==> src/rtl/oam_dma_arbiter.sv <==
// ============================================================================
// Module   : oam_dma_arbiter
// Purpose  : OAM DMA engine (0xFF46) plus CPU/DMA arbitration of the ext bus.
//            Optional macro DMA_CPU_PRIORITY_EN: CPU ext accesses stall the DMA.
// Revision : 1.0 - initial release
// ============================================================================
`default_nettype none

module oam_dma_arbiter (
  input  logic        clk,
  input  logic        rst_n,
  input  logic        cpu_rd_en,
  input  logic        cpu_wr_en,
  input  logic [15:0] cpu_addr,
  input  logic [7:0]  cpu_wdata,
  output logic [7:0]  cpu_rdata,
  output logic        ext_rd_en,
  output logic        ext_wr_en,
  output logic [15:0] ext_addr,
  output logic [7:0]  ext_wdata,
  input  logic [7:0]  ext_rdata,
  output logic        hi_rd_en,
  output logic        hi_wr_en,
  output logic [15:0] hi_addr,
  output logic [7:0]  hi_wdata,
  input  logic [7:0]  hi_rdata,
  output logic        oam_we,
  output logic [7:0]  oam_addr,
  output logic [7:0]  oam_wdata,
  output logic        dma_active
);

  typedef enum logic [1:0] {
    ST_IDLE  = 2'd0,
    ST_START = 2'd1,
    ST_XFER  = 2'd2
  } state_t;

  localparam logic [15:0] C_DMA_REG_ADDR = 16'hFF46;
  localparam logic [7:0]  C_LAST_IDX     = 8'd159;

  state_t      r_state;
  state_t      w_state_nxt;
  logic [7:0]  r_idx;
  logic [7:0]  w_idx_nxt;
  logic [7:0]  r_dma_reg;
  logic [7:0]  w_src;
  logic        w_cpu_wr;
  logic        w_cpu_rd;
  logic        w_cpu_req;
  logic        w_is_dma_reg;
  logic        w_is_hi;
  logic        w_is_ext;
  logic        w_dma_trig;
  logic        w_cpu_win;
  logic        w_dma_xfer;
  logic        w_cpu_ext_ok;

  // A simultaneous read and write is handled as a write.
  assign w_cpu_wr     = cpu_wr_en;
  assign w_cpu_rd     = cpu_rd_en & ~cpu_wr_en;
  assign w_cpu_req    = cpu_rd_en | cpu_wr_en;
  assign w_is_dma_reg = (cpu_addr == C_DMA_REG_ADDR);
  assign w_is_hi      = (cpu_addr[15:8] == 8'hFF) & ~w_is_dma_reg;
  assign w_is_ext     = (cpu_addr[15:8] != 8'hFF);
  assign w_dma_trig   = w_cpu_wr & w_is_dma_reg;

  // Echo RAM fold: 0xE0-0xFF source pages mirror 0xC0-0xDF.
  assign w_src = (r_dma_reg >= 8'hE0) ? (r_dma_reg - 8'h20) : r_dma_reg;

`ifdef DMA_CPU_PRIORITY_EN
  assign w_cpu_win = (r_state == ST_XFER) & w_cpu_req & w_is_ext;
`else
  assign w_cpu_win = 1'b0;
`endif

  assign w_dma_xfer   = (r_state == ST_XFER) & ~w_cpu_win;
  assign w_cpu_ext_ok = w_cpu_req & w_is_ext & ((r_state != ST_XFER) | w_cpu_win);
  assign dma_active   = (r_state != ST_IDLE);

  always_ff @(posedge clk or negedge rst_n) begin
    if (!rst_n) begin
      r_state   <= ST_IDLE;
      r_idx     <= 8'd0;
      r_dma_reg <= 8'h00;
    end else begin
      r_state <= w_state_nxt;
      r_idx   <= w_idx_nxt;
      if (w_dma_trig) begin
        r_dma_reg <= cpu_wdata;
      end
    end
  end

  // A write to the DMA register restarts the engine from any state.
  always_comb begin
    w_state_nxt = r_state;
    w_idx_nxt   = r_idx;
    if (w_dma_trig) begin
      w_state_nxt = ST_START;
      w_idx_nxt   = 8'd0;
    end else begin
      case (r_state)
        ST_IDLE:  w_state_nxt = ST_IDLE;
        ST_START: w_state_nxt = ST_XFER;
        ST_XFER: begin
          if (w_dma_xfer) begin
            if (r_idx == C_LAST_IDX) begin
              w_state_nxt = ST_IDLE;
              w_idx_nxt   = 8'd0;
            end else begin
              w_idx_nxt = r_idx + 8'd1;
            end
          end
        end
        default: begin
          w_state_nxt = ST_IDLE;
          w_idx_nxt   = 8'd0;
        end
      endcase
    end
  end

  always_comb begin
    ext_rd_en = 1'b0;
    ext_wr_en = 1'b0;
    ext_addr  = 16'h0000;
    ext_wdata = 8'h00;
    hi_rd_en  = 1'b0;
    hi_wr_en  = 1'b0;
    hi_addr   = 16'h0000;
    hi_wdata  = 8'h00;
    oam_we    = 1'b0;
    oam_addr  = 8'h00;
    oam_wdata = 8'h00;
    cpu_rdata = 8'h00;

    if (w_dma_xfer) begin
      ext_rd_en = 1'b1;
      ext_addr  = {w_src, r_idx};
      oam_we    = 1'b1;
      oam_addr  = r_idx;
      oam_wdata = ext_rdata;
    end else if (w_cpu_ext_ok) begin
      ext_rd_en = w_cpu_rd;
      ext_wr_en = w_cpu_wr;
      ext_addr  = cpu_addr;
      ext_wdata = w_cpu_wr ? cpu_wdata : 8'h00;
    end

    if (w_cpu_req & w_is_hi) begin
      hi_rd_en = w_cpu_rd;
      hi_wr_en = w_cpu_wr;
      hi_addr  = cpu_addr;
      hi_wdata = w_cpu_wr ? cpu_wdata : 8'h00;
    end

    // A CPU read blocked by the DMA floats high, as on an undriven bus.
    if (w_cpu_rd) begin
      if (w_is_dma_reg) begin
        cpu_rdata = r_dma_reg;
      end else if (w_is_hi) begin
        cpu_rdata = hi_rdata;
      end else if (w_cpu_ext_ok) begin
        cpu_rdata = ext_rdata;
      end else begin
        cpu_rdata = 8'hFF;
      end
    end
  end

endmodule

`default_nettype wire

==> config.mk <==
export PLATFORM = sky130hd
export DESIGN_NAME = oam_dma_arbiter
export DESIGN_NICKNAME = d
export VERILOG_FILES = /design/src/rtl/oam_dma_arbiter.sv
export SDC_FILE = /design/constraint.sdc
export NUM_CORES = 1
export LEC_CHECK = 0
export ABC_AREA = 1
export CAP_MARGIN = 20
export CORE_ASPECT_RATIO = 2
export CORE_MARGIN = 10
export CORE_UTILIZATION = 38
export DETAILED_ROUTE_END_ITERATION = 6
export PLACE_DENSITY = 0.87
export REMOVE_ABC_BUFFERS = 1
export SETUP_SLACK_MARGIN = 0.02
export SKIP_CTS_REPAIR_TIMING = 1
export SYNTH_ARGS = -nofsm -noshare
export SYNTH_HDL_FRONTEND = slang
export SYNTH_SLANG_ARGS = --single-unit
==> constraint.sdc <==
create_clock -name clk -period 2.99 [get_ports clk]
set_input_delay 0.598 -clock clk [delete_from_list [all_inputs] [get_ports clk]]
set_output_delay 0.598 -clock clk [all_outputs]
set_load 0.005 [all_outputs]
==> results.cfg <==
[status]
status = complete, no violations

[pwr]
p_leak_uw = 0.00246
power_density_mw_per_mm2 = 191
ir_worst_vdd_mv = 0.343
p_total_uw = 643

[routing]
firstDrtPassIters = 4
drc = 0
vias = 2389
drt_iter0_drc = 132
drtAntennaViolNets = 0
top_layer = met4
drt-met1-wl_um = 2620
wl_met2_um = 4130
routed_wl_um = 7520
routedWlPerCell_um = 15.5
wl_met3_um = 493
via_per_inst = 4.92

[clock_tree]
cts_buffer_depth = 2
clkSinkCount = 18
htree_levels = 1
cts_made_buffers = 3
cts_tree = yes
path_clk_slew_ps = 70
cts_root_buffer = clkbuf_8
worstSkewPairLatency_ps = 260

[floorplanning]
coreArea_mm2 = 0.00434
die_h_um = 115
start_util_pct = 39.5
num_rows = 34
die_w_um = 67.5
fp.dieArea_mm2 = 0.00776
ioPinCount = 122

[finish]
nNetsFinal = 479
final_common_cell = nand2_1
stdcell_count = 486
n_antenna_cell = 0
fill_cells = 322
drive_gt1_share_pct = 12.3
areaGrowthSynthToFinish_pct = 96.9
most-common-layout-cells = nand2_1 (72), clkdlybuf4s50_1 (64), nor2_1 (60)

[grt]
grt_pass1_vias = 2399
overflow = 0
grt.total_usage_pct = 18.1
grt_max_degree = 36
antenna_found_initial = 0
grt_pass1_wl_um = 11300

[sta]
worst_slew_margin_rel_pct = 46.9
worst_clock_skew_ps = 1.21
whs_ps = 527
drv_slew = 0
timing.final.ws_setup_ps = 67.3
finalCriticalPeriod_ps = 2920
fmax_mhz = 342
hold_viol_final = 0
tightest_slew_ps = 793
setup_violations = 0
period_share_pct = 97.7

[setup_path]
crit_path_max_fanout = 5
crit_type = primary input to output pin
endpoint_kind = output pin
arrival_ps = 2320
crit_required_ps = 2390
r2r_slack_ps = 1430
start_kind = primary input

[logic_synthesis]
syn-mean-instance-area_um2 = 5.91
yosysSeqAreaShare_pct = 26.3
yosysWarningCount = 0
ys_ff_latch = 18
syn-instance-count = 290
synth_area_mm2 = 0.00171
synthDistinctLibCells = 25

[place]
place_inst = 479
place.gp.congestion = 0.842
pre_cts_ws_ps = -129
hpwl_um = 6170
io_buffers = 121

[job]
cap_viol_max_count = 0

[worst_hold_path]
hp-class = register to register
[worst max-delay path, cell delays in order]
cell and delay (ps):
clkdlybuf4s50_1 500, nand2_1 80, nor2_2 170, nand2_4 110
clkinv_2 80, nand2_4 60, nor2_4 110, buf_4 120
clkdlybuf4s50_1 490
[final timing paths]
check | from | endpoint | depth (start not counted)
min in group asynchronous | rst_n | r_idx[6]$_DFFE_PN0P_ | 1
hold / removal | r_dma_reg[0]$_DFFE_PN0P_ | r_dma_reg[0]$_DFFE_PN0P_ | 2
hold reg to reg | r_dma_reg[0]$_DFFE_PN0P_ | r_dma_reg[0]$_DFFE_PN0P_ | 2
max in group asynchronous | rst_n | r_dma_reg[5]$_DFFE_PN0P_ | 1
setup reg to reg | r_state[1]$_DFFE_PN0P_ | r_idx[4]$_DFFE_PN0P_ | 6
setup / recovery | cpu_addr[13] | hi_addr[14] | 9
[cells by family (layout without fill, tap and decap cells)]
family	count (synthesis)	after routing	synth area share, %
fa+ha+maj	2	2	1.46
simple gates	181	181	46.6
flops	18	18	26.3
compound gates	35	35	12.4
xor+xnor	2	2	1.02
buf+inv	52	194	12.3
[area by class of cell]
cell class,count,area (µm²),area share [%]
tap,54,67.6,2.00
inverter,45,175,5.19
multi-input combinational,220,1090,32.4
sequential,18,450,13.3
timing repair buffer,145,1530,45.4
clock buffer,4,55.1,1.63
[power breakdown]
part | internal (µW) | switching, µW | total [µW]
Combinational | 119 | 80.4 | 199
Clock | 117 | 83.1 | 200
Sequential | 244 | 0.355 | 244
Total | 480 | 164 | 643
[metrics by stage]
step / setup TNS [ps] / instance area (µm²) / utilization (%)
after floorplan: 0 / 1670 / -
after global routing: -23.4 / 3380 / 77.8
after CTS: -3820 / 3170 / 73.0
after global placement: -2440 / 3110 / 71.7
final: 0 / 3380 / 77.8
after detailed placement: -3720 / 3110 / 71.7
[synthesized netlist by cell type]
library cell / n / area (µm²)
or2_2: 1 / 6.26
xor2_1: 2 / 17.5
inv_2: 6 / 22.5
o21ai_0: 2 / 10.0
buf_2: 5 / 25.0
a31oi_1: 1 / 6.26
buf_1: 1 / 3.75
a21oi_1: 9 / 45.0
nand3_1: 31 / 155
nor2_1: 62 / 233
ha_1: 2 / 25.0
clkinv_2: 1 / 5.00
nand2_1: 73 / 274
inv_1: 38 / 143
buf_6: 1 / 11.3
nor3_1: 1 / 5.00
a22o_1: 7 / 61.3
nor2_8: 2 / 40.0
nand2_2: 3 / 18.8
o21ai_1: 8 / 40.0
dfrtp_1: 18 / 450
nand2_4: 3 / 33.8
nor2_2: 4 / 25.0
o22ai_1: 8 / 50.1
nor3b_1: 1 / 7.51
[routing by layer]
layer  vias to the layer above  GRT usage (%)
met5                         -              0
met4                         0           8.82
met3                        19           3.51
met2                        99           34.3
met1                      1076           17.2
li1                       1195              -
No activity file was read; power rests on OpenSTA's default activity.
